[src/rtl/vector_mem_sequencer.sv]
// Memory-side master for the vector register file: loads operands A1/A2 from word
// memory, starts the vector ALU, waits for ready, then stores A3/A4 back word by word.
module vector_mem_sequencer #(
    parameter int VEC_WIDTH  = 512,
    parameter int MEM_WIDTH  = 32,
    parameter int ADDR_WIDTH = 10,
    parameter int TIMEOUT    = 1024
) (
    input  logic                  clk,
    input  logic                  rst,
    input  logic                  start,
    input  logic [ADDR_WIDTH-1:0] op_a_addr,
    input  logic [ADDR_WIDTH-1:0] op_b_addr,
    input  logic [ADDR_WIDTH-1:0] res_lo_addr,
    input  logic [ADDR_WIDTH-1:0] res_hi_addr,
    output logic                  busy,
    output logic                  done,
    output logic                  error,
    output logic [ADDR_WIDTH-1:0] mem_addr,
    output logic                  mem_rd_en,
    input  logic [MEM_WIDTH-1:0]  mem_rdata,
    output logic                  mem_wr_en,
    output logic [MEM_WIDTH-1:0]  mem_wdata,
    output logic [VEC_WIDTH-1:0]  rf_data_in,
    output logic                  rf_write_enable,
    output logic                  rf_select_register,
    input  logic [VEC_WIDTH-1:0]  rf_data_out,
    output logic                  alu_start,
    input  logic                  alu_ready,
    output logic [3:0]            dbg_state
);
    localparam int N  = VEC_WIDTH / MEM_WIDTH;
    localparam int CW = $clog2(N + 1);
    localparam int TW = $clog2(TIMEOUT + 2);
    localparam logic [CW-1:0] CNT_LOAD_END = CW'(N);
    localparam logic [CW-1:0] CNT_ST_END   = CW'(N - 1);
    localparam logic [TW-1:0] TMO_LAST     = TW'(TIMEOUT - 1);

    typedef enum logic [3:0] {
        S_IDLE, S_LOAD_A, S_WR_A, S_LOAD_B, S_WR_B, S_RUN, S_WAIT,
        S_SNAP_LO, S_ST_LO, S_SNAP_HI, S_ST_HI, S_DONE
    } state_t;

    state_t                state_q, state_d;
    logic [CW-1:0]         cnt_q, cnt_d;
    logic [TW-1:0]         tmo_q, tmo_d;
    logic [VEC_WIDTH-1:0]  buf_q, buf_d;
    logic [ADDR_WIDTH-1:0] a_q, a_d, b_q, b_d, lo_q, lo_d, hi_q, hi_d;
    logic                  error_q, error_d;

    assign busy      = (state_q != S_IDLE);
    assign error     = error_q;
    assign dbg_state = state_q;

    always_ff @(posedge clk) begin
        if (rst) begin
            state_q <= S_IDLE;
            cnt_q   <= '0;
            tmo_q   <= '0;
            buf_q   <= '0;
            a_q     <= '0;
            b_q     <= '0;
            lo_q    <= '0;
            hi_q    <= '0;
            error_q <= 1'b0;
        end else begin
            state_q <= state_d;
            cnt_q   <= cnt_d;
            tmo_q   <= tmo_d;
            buf_q   <= buf_d;
            a_q     <= a_d;
            b_q     <= b_d;
            lo_q    <= lo_d;
            hi_q    <= hi_d;
            error_q <= error_d;
        end
    end

    // Handshakes: start is a level sampled only in IDLE; alu_start is a one-cycle
    // pulse; alu_ready is honoured only in WAIT, where the file latches A3/A4.
    always_comb begin
        state_d            = state_q;
        cnt_d              = cnt_q;
        tmo_d              = tmo_q;
        buf_d              = buf_q;
        a_d                = a_q;
        b_d                = b_q;
        lo_d               = lo_q;
        hi_d               = hi_q;
        error_d            = error_q;
        done               = 1'b0;
        mem_addr           = '0;
        mem_rd_en          = 1'b0;
        mem_wr_en          = 1'b0;
        mem_wdata          = '0;
        rf_data_in         = '0;
        rf_write_enable    = 1'b0;
        rf_select_register = 1'b0;
        alu_start          = 1'b0;
        case (state_q)
            S_IDLE: begin
                if (start) begin
                    a_d     = op_a_addr;
                    b_d     = op_b_addr;
                    lo_d    = res_lo_addr;
                    hi_d    = res_hi_addr;
                    error_d = 1'b0;
                    cnt_d   = '0;
                    state_d = S_LOAD_A;
                end
            end
            S_LOAD_A, S_LOAD_B: begin
                // Read word c while capturing word c-1 returned by last cycle's read.
                if (cnt_q != CNT_LOAD_END) begin
                    mem_rd_en = 1'b1;
                    mem_addr  = ((state_q == S_LOAD_A) ? a_q : b_q) + ADDR_WIDTH'(cnt_q);
                end
                for (int k = 0; k < N; k++) begin
                    if (cnt_q == CW'(k + 1)) buf_d[k*MEM_WIDTH +: MEM_WIDTH] = mem_rdata;
                end
                if (cnt_q == CNT_LOAD_END) begin
                    cnt_d   = '0;
                    state_d = (state_q == S_LOAD_A) ? S_WR_A : S_WR_B;
                end else begin
                    cnt_d = cnt_q + CW'(1);
                end
            end
            S_WR_A: begin
                rf_write_enable = 1'b1;
                rf_data_in      = buf_q;
                state_d         = S_LOAD_B;
            end
            S_WR_B: begin
                rf_write_enable    = 1'b1;
                rf_select_register = 1'b1;
                rf_data_in         = buf_q;
                state_d            = S_RUN;
            end
            S_RUN: begin
                alu_start = 1'b1;
                tmo_d     = '0;
                state_d   = S_WAIT;
            end
            S_WAIT: begin
                if (alu_ready) begin
                    state_d = S_SNAP_LO;
                end else if (TIMEOUT != 0 && tmo_q == TMO_LAST) begin
                    error_d = 1'b1;
                    state_d = S_DONE;
                end else begin
                    tmo_d = tmo_q + TW'(1);
                end
            end
            S_SNAP_LO, S_SNAP_HI: begin
                rf_select_register = (state_q == S_SNAP_HI);
                buf_d              = rf_data_out;
                cnt_d              = '0;
                state_d            = (state_q == S_SNAP_HI) ? S_ST_HI : S_ST_LO;
            end
            S_ST_LO, S_ST_HI: begin
                rf_select_register = (state_q == S_ST_HI);
                mem_wr_en          = 1'b1;
                mem_addr           = ((state_q == S_ST_HI) ? hi_q : lo_q) + ADDR_WIDTH'(cnt_q);
                for (int k = 0; k < N; k++) begin
                    if (cnt_q == CW'(k)) mem_wdata = buf_q[k*MEM_WIDTH +: MEM_WIDTH];
                end
                if (cnt_q == CNT_ST_END) begin
                    cnt_d   = '0;
                    state_d = (state_q == S_ST_HI) ? S_DONE : S_SNAP_HI;
                end else begin
                    cnt_d = cnt_q + CW'(1);
                end
            end
            S_DONE: begin
                done    = 1'b1;
                state_d = S_IDLE;
            end
            default: state_d = S_IDLE;
        endcase
    end
endmodule

[config.mk]
export PLATFORM = sky130hd
export DESIGN_NAME = vector_mem_sequencer
export DESIGN_NICKNAME = d
export VERILOG_FILES = /design/src/rtl/vector_mem_sequencer.sv
export SDC_FILE = /design/constraint.sdc
export NUM_CORES = 2
export LEC_CHECK = 0
export CAP_MARGIN = 20
export CORE_AREA = 2 2 454 456
export CTS_CLUSTER_DIAMETER = 40
export DETAILED_ROUTE_END_ITERATION = 8
export DIE_AREA = 0 0 456 458
export GPL_TIMING_DRIVEN = 0
export PLACE_DENSITY_LB_ADDON = 0.08
export SLEW_MARGIN = 20
export SYNTH_ARGS = -nofsm -noshare
export SYNTH_HDL_FRONTEND = slang
export SYNTH_SLANG_ARGS = --single-unit
[constraint.sdc]
create_clock -name clk -period 11.2 [get_ports clk]
set_input_delay 2.24 -clock clk [delete_from_list [all_inputs] [get_ports clk]]
set_output_delay 2.24 -clock clk [all_outputs]
set_load 0.03 [all_outputs]
-- After elaboration in Yosys (flattened, before gate mapping)
Cells that the tools add are included.
- bitwise operators: 0
- add/sub/neg operators: 4
- divide/modulo/power cells: 0
- reduce and logical (&&, ||, !) cells: 32
- equal/unequal tests: 51
- $lt $le $gt $ge: 0
- $mul: 0
- muxes and demuxes: 66
- shift-type cells: 0
- operators with widths (operator ; number):
    $mux W32 ; 33
    $pmux W512 S2 ; 1
    $mux W512 ; 1
    $ne A2 B2 Y1 const B ; 21
    $eq A5 B4 Y1 const B ; 8
    $reduce_and A2 Y1 ; 18
    $pmux W4 S8 ; 1
    $mux W10 ; 3
    $mux W11 ; 2
    $pmux W11 S2 ; 1
    $add A10 B5 Y10 ; 2
    $eq A5 B3 Y1 const B ; 4
    $mux W4 ; 5
    $pmux W10 S2 ; 1
    $pmux W5 S4 ; 1
    $eq A4 B3 Y1 const B ; 4
    $eq A4 B4 Y1 const B ; 4
    $mux W5 ; 3
    $add A11 B1 Y11 const B ; 1
    $eq A11 B10 Y1 const B ; 1
    $eq A5 B2 Y1 const B ; 2
    $mux W1 ; 9
    $eq A4 B2 Y1 const B ; 2
    $reduce_and A4 Y1 ; 2
    16 further kinds ; 23
- ROM bits: 0
- bits of input ports: 588
- bits in writable memories: 0
- memories: 0
- register bits after elaboration: 573
- latch bits: 0

-- Logic depth before layout (Yosys ltp)
- word-level depth: 18
- depth in mapped cells: 16
- mapped depth without buffers: 11

-- Least setup slack after synthesis
No wires, ideal clock.
- path type: reg-to-output
- start point: reg cnt_q[1]
- end point: out mem_wdata[16]
- slack: 5.336 ns
- arrival time: 3.624 ns
- stages on the path, launching flop included: 14
- required time: 8.960 ns
- buffers on the path: 7
- cells stage by stage: dfxtp_1 > ha_1 > buf_2 > buf_1 > clkbuf_1 > nand3_1 > inv_1 > ha_1 > clkbuf_1 > clkbuf_1 > clkbuf_1 > clkbuf_1 > a21oi_1 > a211oi_1
- cells in the longest elaborated chain, start to end: 18
- elaborated cells on any way between the ends: 33
- ends and longest elaborated chain (what ; RTL line ; source):
    start: declaration ; 45 ; logic [CW-1:0] cnt_q, cnt_d;
    start signal: assignment ; 68 ; cnt_q <= cnt_d;
    $logic_not A5 Y1 ; 165 ; if (cnt_q == CW'(k)) mem_wdata = buf_q[k*MEM_WIDTH +: MEM_WIDTH];
    $mux W32 (15 in series) ; 165 ;
    $mux W32 * ; 165 ;
    $mux W32 * ; 100 ; case (state_q)
    end: declaration ; 23 ; output logic [MEM_WIDTH-1:0] mem_wdata,
Every way passes the cells marked *; elsewhere a longest branch is shown, timed or not.

-- Final worst setup path
- start point: reg cnt_q[1]
- end point: out mem_wdata[30]
Same word-level chain as after synthesis.

==> run summary <==
outcome - complete, but fails checks
failing checks - slew limit
Register-to-Register Path Depth - 13
cell accounting for the most synthesized area - dfxtp_1
Psw - 0.00311 W
Slew HR - -5.02%
P_int - 0.00609 W
I/O Buffers - 1152
vias in the first global route - 42492
Tmin final - 10.64 ns
root buf cell - clkbuf_16
max-cap violations - 0
post-route setup TNS - 0 ns
total CTS buffers - 160
EDFF count, synth - 0
largest net degree at the start of global routing - 17
HP Start - hi_q[9]
Sw Share - 33.8%
multi-input logic area - 0.0191 mm²
Layout area overhead - 63.9%
critical path arrival - 8.40 ns
P_leak - 18.5 nW
sequential power share - 24.3%
CTS resizes - 0
Vias - 43921
num rows - 166
origin of the critical flop-to-flop path - cnt_q[1]
mapped cell area - 0.0329 mm²
core area - 0.204 mm²
ys flop type - dfxtp_1
HP Class - register to register
layout cell share with drive strength beyond 1 - 10.3%
Critical Path RT - 8.96 ns
Pre-Repair DR Iteration Count - 6
I/O pins - 1154
initial DRC count - 5310
grt total ovfl - 0
crit-path cells - ha_1 > buf_2 > buf_1 > clkbuf_2 > nand3_1 > inv_1 > ha_1 > clkbuf_1 > clkbuf_1 > clkbuf_1 > clkbuf_1 > nand2_1 > o21ai_0 > nand2_1 > a21oi_1 > clkdlybuf4s50_1
setup bufs post-CTS - 0
Startpoint Class - register
most frequent CP cell - clkbuf_1
hpwl dp - 291000 µm
Syn Nets - 4957
final worst-path cycle share - 95.0%
pwr dens - 171 mW/mm²
Tot GR Track Use - 32.8%
CTS sink count - 573
FF+latch count, synth - 573
via/cell ratio - 5.15
clock power share - 54.9%
Final Max Slew Viols - 1
Fmax - 94.0 MHz
Synth top area share - 34.9%
Critical Path Sink Type - output pin
Seq/Total Area, Yosys - 34.9%
GP Congestion - 0.994
Nets - 6286
cts hold-fix bufs - 0
top area cells in the synthesized netlist - dfxtp_1 35%, a211oi_1 13%, and2_1 10%, nor3_1 7.2%, nor2_1 6.8%
Final setup viols - 0
syn_area_per_cell - 7.56 µm²
Worst-path clk slew - 0.04 ns
worst-margin pin slew - 1.58 ns
fraction of registers with async set/reset - 0%
Setup Skew - 0.0357 ns
reg-to-reg endpoint - buf_q[476]
post-route cell area - 0.0539 mm²
placed inst area - 0.0480 mm²
RSZ-0062 raised after global routing - no
DIE WIDTH - 456 µm
antenna violations before repair - 65
Post-Syn Instances - 4350
H-tree levels - 4
synth unique cells - 84
Die H - 458 µm
Post-DRT Antenna Nets - 0
Crit Path Category - register to output pin
TritonCTS clock tree - done
FF+latch area - 0.0115 mm²
Synth warnings - 0
clk_lat worst skew - 0.81 ns
most common cell in the synthesized netlist - nor2_1
Initial Utilization - 16.1%
Final Hold Fails - 0
Synth top cells by count - 595 x nor2_1, 573 x dfxtp_1, 558 x a211oi_1
Slowest Stage Delay on Critical Path - 0.80 ns
# fillers - 22406
VDD IR max - 0.168 mV
CTS Buffer Depth - 3
total die area - 0.209 mm²
Critical Path Slowest Stage Cell - clkdlybuf4s50_1
WHS Path Cells - 2
combinational group share of total power - 20.8%
CP max FO - 10
hold path endpoint - hi_q[9]
drt wl/cell - 41.9 µm
DRC - 0
DRT Wirelength - 357000 µm
global-route wire length before repair - 451000 µm
Reg2Reg Setup Slack - 6.07 ns
[metrics by stage]
step | setup slack (ns) | hold WS, ns | total power (W) | util, % | instances
final | 0.563 | 0.451 | 0.00921 | 26.4 | 8523
after global routing | 0.579 | 0.469 | 0.00937 | 26.4 | 8506
after CTS | 0.819 | 0.453 | 0.00917 | 26.4 | 8494
after detailed placement | 1.69 | 0.446 | 0.00413 | 23.6 | 8204
after global placement | 0.937 | 0.441 | 0.00412 | 23.4 | 8190
after floorplan | 5.34 | 0.433 | 0.00293 | - | 4350
[layout make-up]
cell class                 count  area share, %
buffer                       481           4.07
timing repair buffer        1167           21.6
tap                         2688           6.24
clock buffer                 221           8.45
multi-input combinational   3244           35.5
inverter                      52          0.362
clock inverter                69           2.33
antenna                       28          0.130
sequential                   573           21.3
[critical path, delay by kind of cell, from the launching register on]
family	cells	cell delay (ns)
AOI/OAI and AO/OA	2	0.97
adders and majority gates	2	0.57
buffers and inverters	9	4.73
DFF	1	0.61
and+or+nand+nor	3	0.66
[metal layers]
| layer | wire length, µm | part of all wire [%] | track usage (%) |
|---|---|---|---|
| met1 | 145000 | 41 | 40.3 |
| met2 | 165000 | 46 | 53.8 |
| met3 | 26000 | 7.3 | 7.11 |
| met4 | 21300 | 6.0 | 16.8 |
| met5 | 354 | 0.099 | 0.344 |
[registers in the layout, summed over array words and instances, names as in the netlist]
signal and cells:
cnt_q 5, hi_q 10, dbg_state 4, error 1, lo_q 10, a_q 10
buf_q 512, tmo_q 11, b_q 10
[placed cells by master, fill, tap and decap left out, drive strengths merged, types with 17 or more instances in the layout]
master	n
o21ai	129
a221o	18
nor4	50
ha	17
nor3	486
clkdlybuf4s50	1152
bufinv	28
a21oi	249
nor2b	26
o211ai	17
nand3	27
clkbuf	458
nor2	596
nand2b	17
clkinv	32
nand2	186
diode	28
o221ai	23
a221oi	58
a211oi	558
dfxtp	573
and2	526
o22ai	42
inv	57
buf	259
[worst max path at each step]
stage / startpoint / endpoint / slack, ns / cells after the start
after floorplan: cnt_q[1] / mem_wdata[16] / 5.34 / 13
after global placement: cnt_q[1] / mem_wdata[27] / 0.94 / 15
after detailed placement: cnt_q[1] / mem_wdata[30] / 1.69 / 16
after CTS: cnt_q[1] / mem_wdata[30] / 0.82 / 16
after global routing: cnt_q[1] / mem_wdata[30] / 0.58 / 16
final: cnt_q[1] / mem_wdata[30] / 0.56 / 16
[power by group through the flow]
stage | sequential (W) | combinational [W] | clock (W)
after floorplan | 0.00220 | 0.000732 | 0
after global placement | 0.00227 | 0.00185 | 0
after CTS | 0.00224 | 0.00187 | 0.00507
after detailed placement | 0.00227 | 0.00186 | 0
final | 0.00224 | 0.00192 | 0.00505
after global routing | 0.00224 | 0.00196 | 0.00518
[cell families (layout without fill, tap and decap cells)]
family                     after synthesis  count (layout)  synth area share [%]
and+or+nand+nor                       1979            1979                  30.4
AOI/OAI and AO/OA                     1207            1207                  25.5
DFF                                    573             573                  34.9
buffers and inverters                  533            1990                  7.22
xor gates and xnor gates                20              20                 0.533
adders and majority gates               19              19                 0.769
muxes                                   19              19                 0.624
other                                    0              28                     0
No activity file was read; power rests on OpenSTA's default activity.
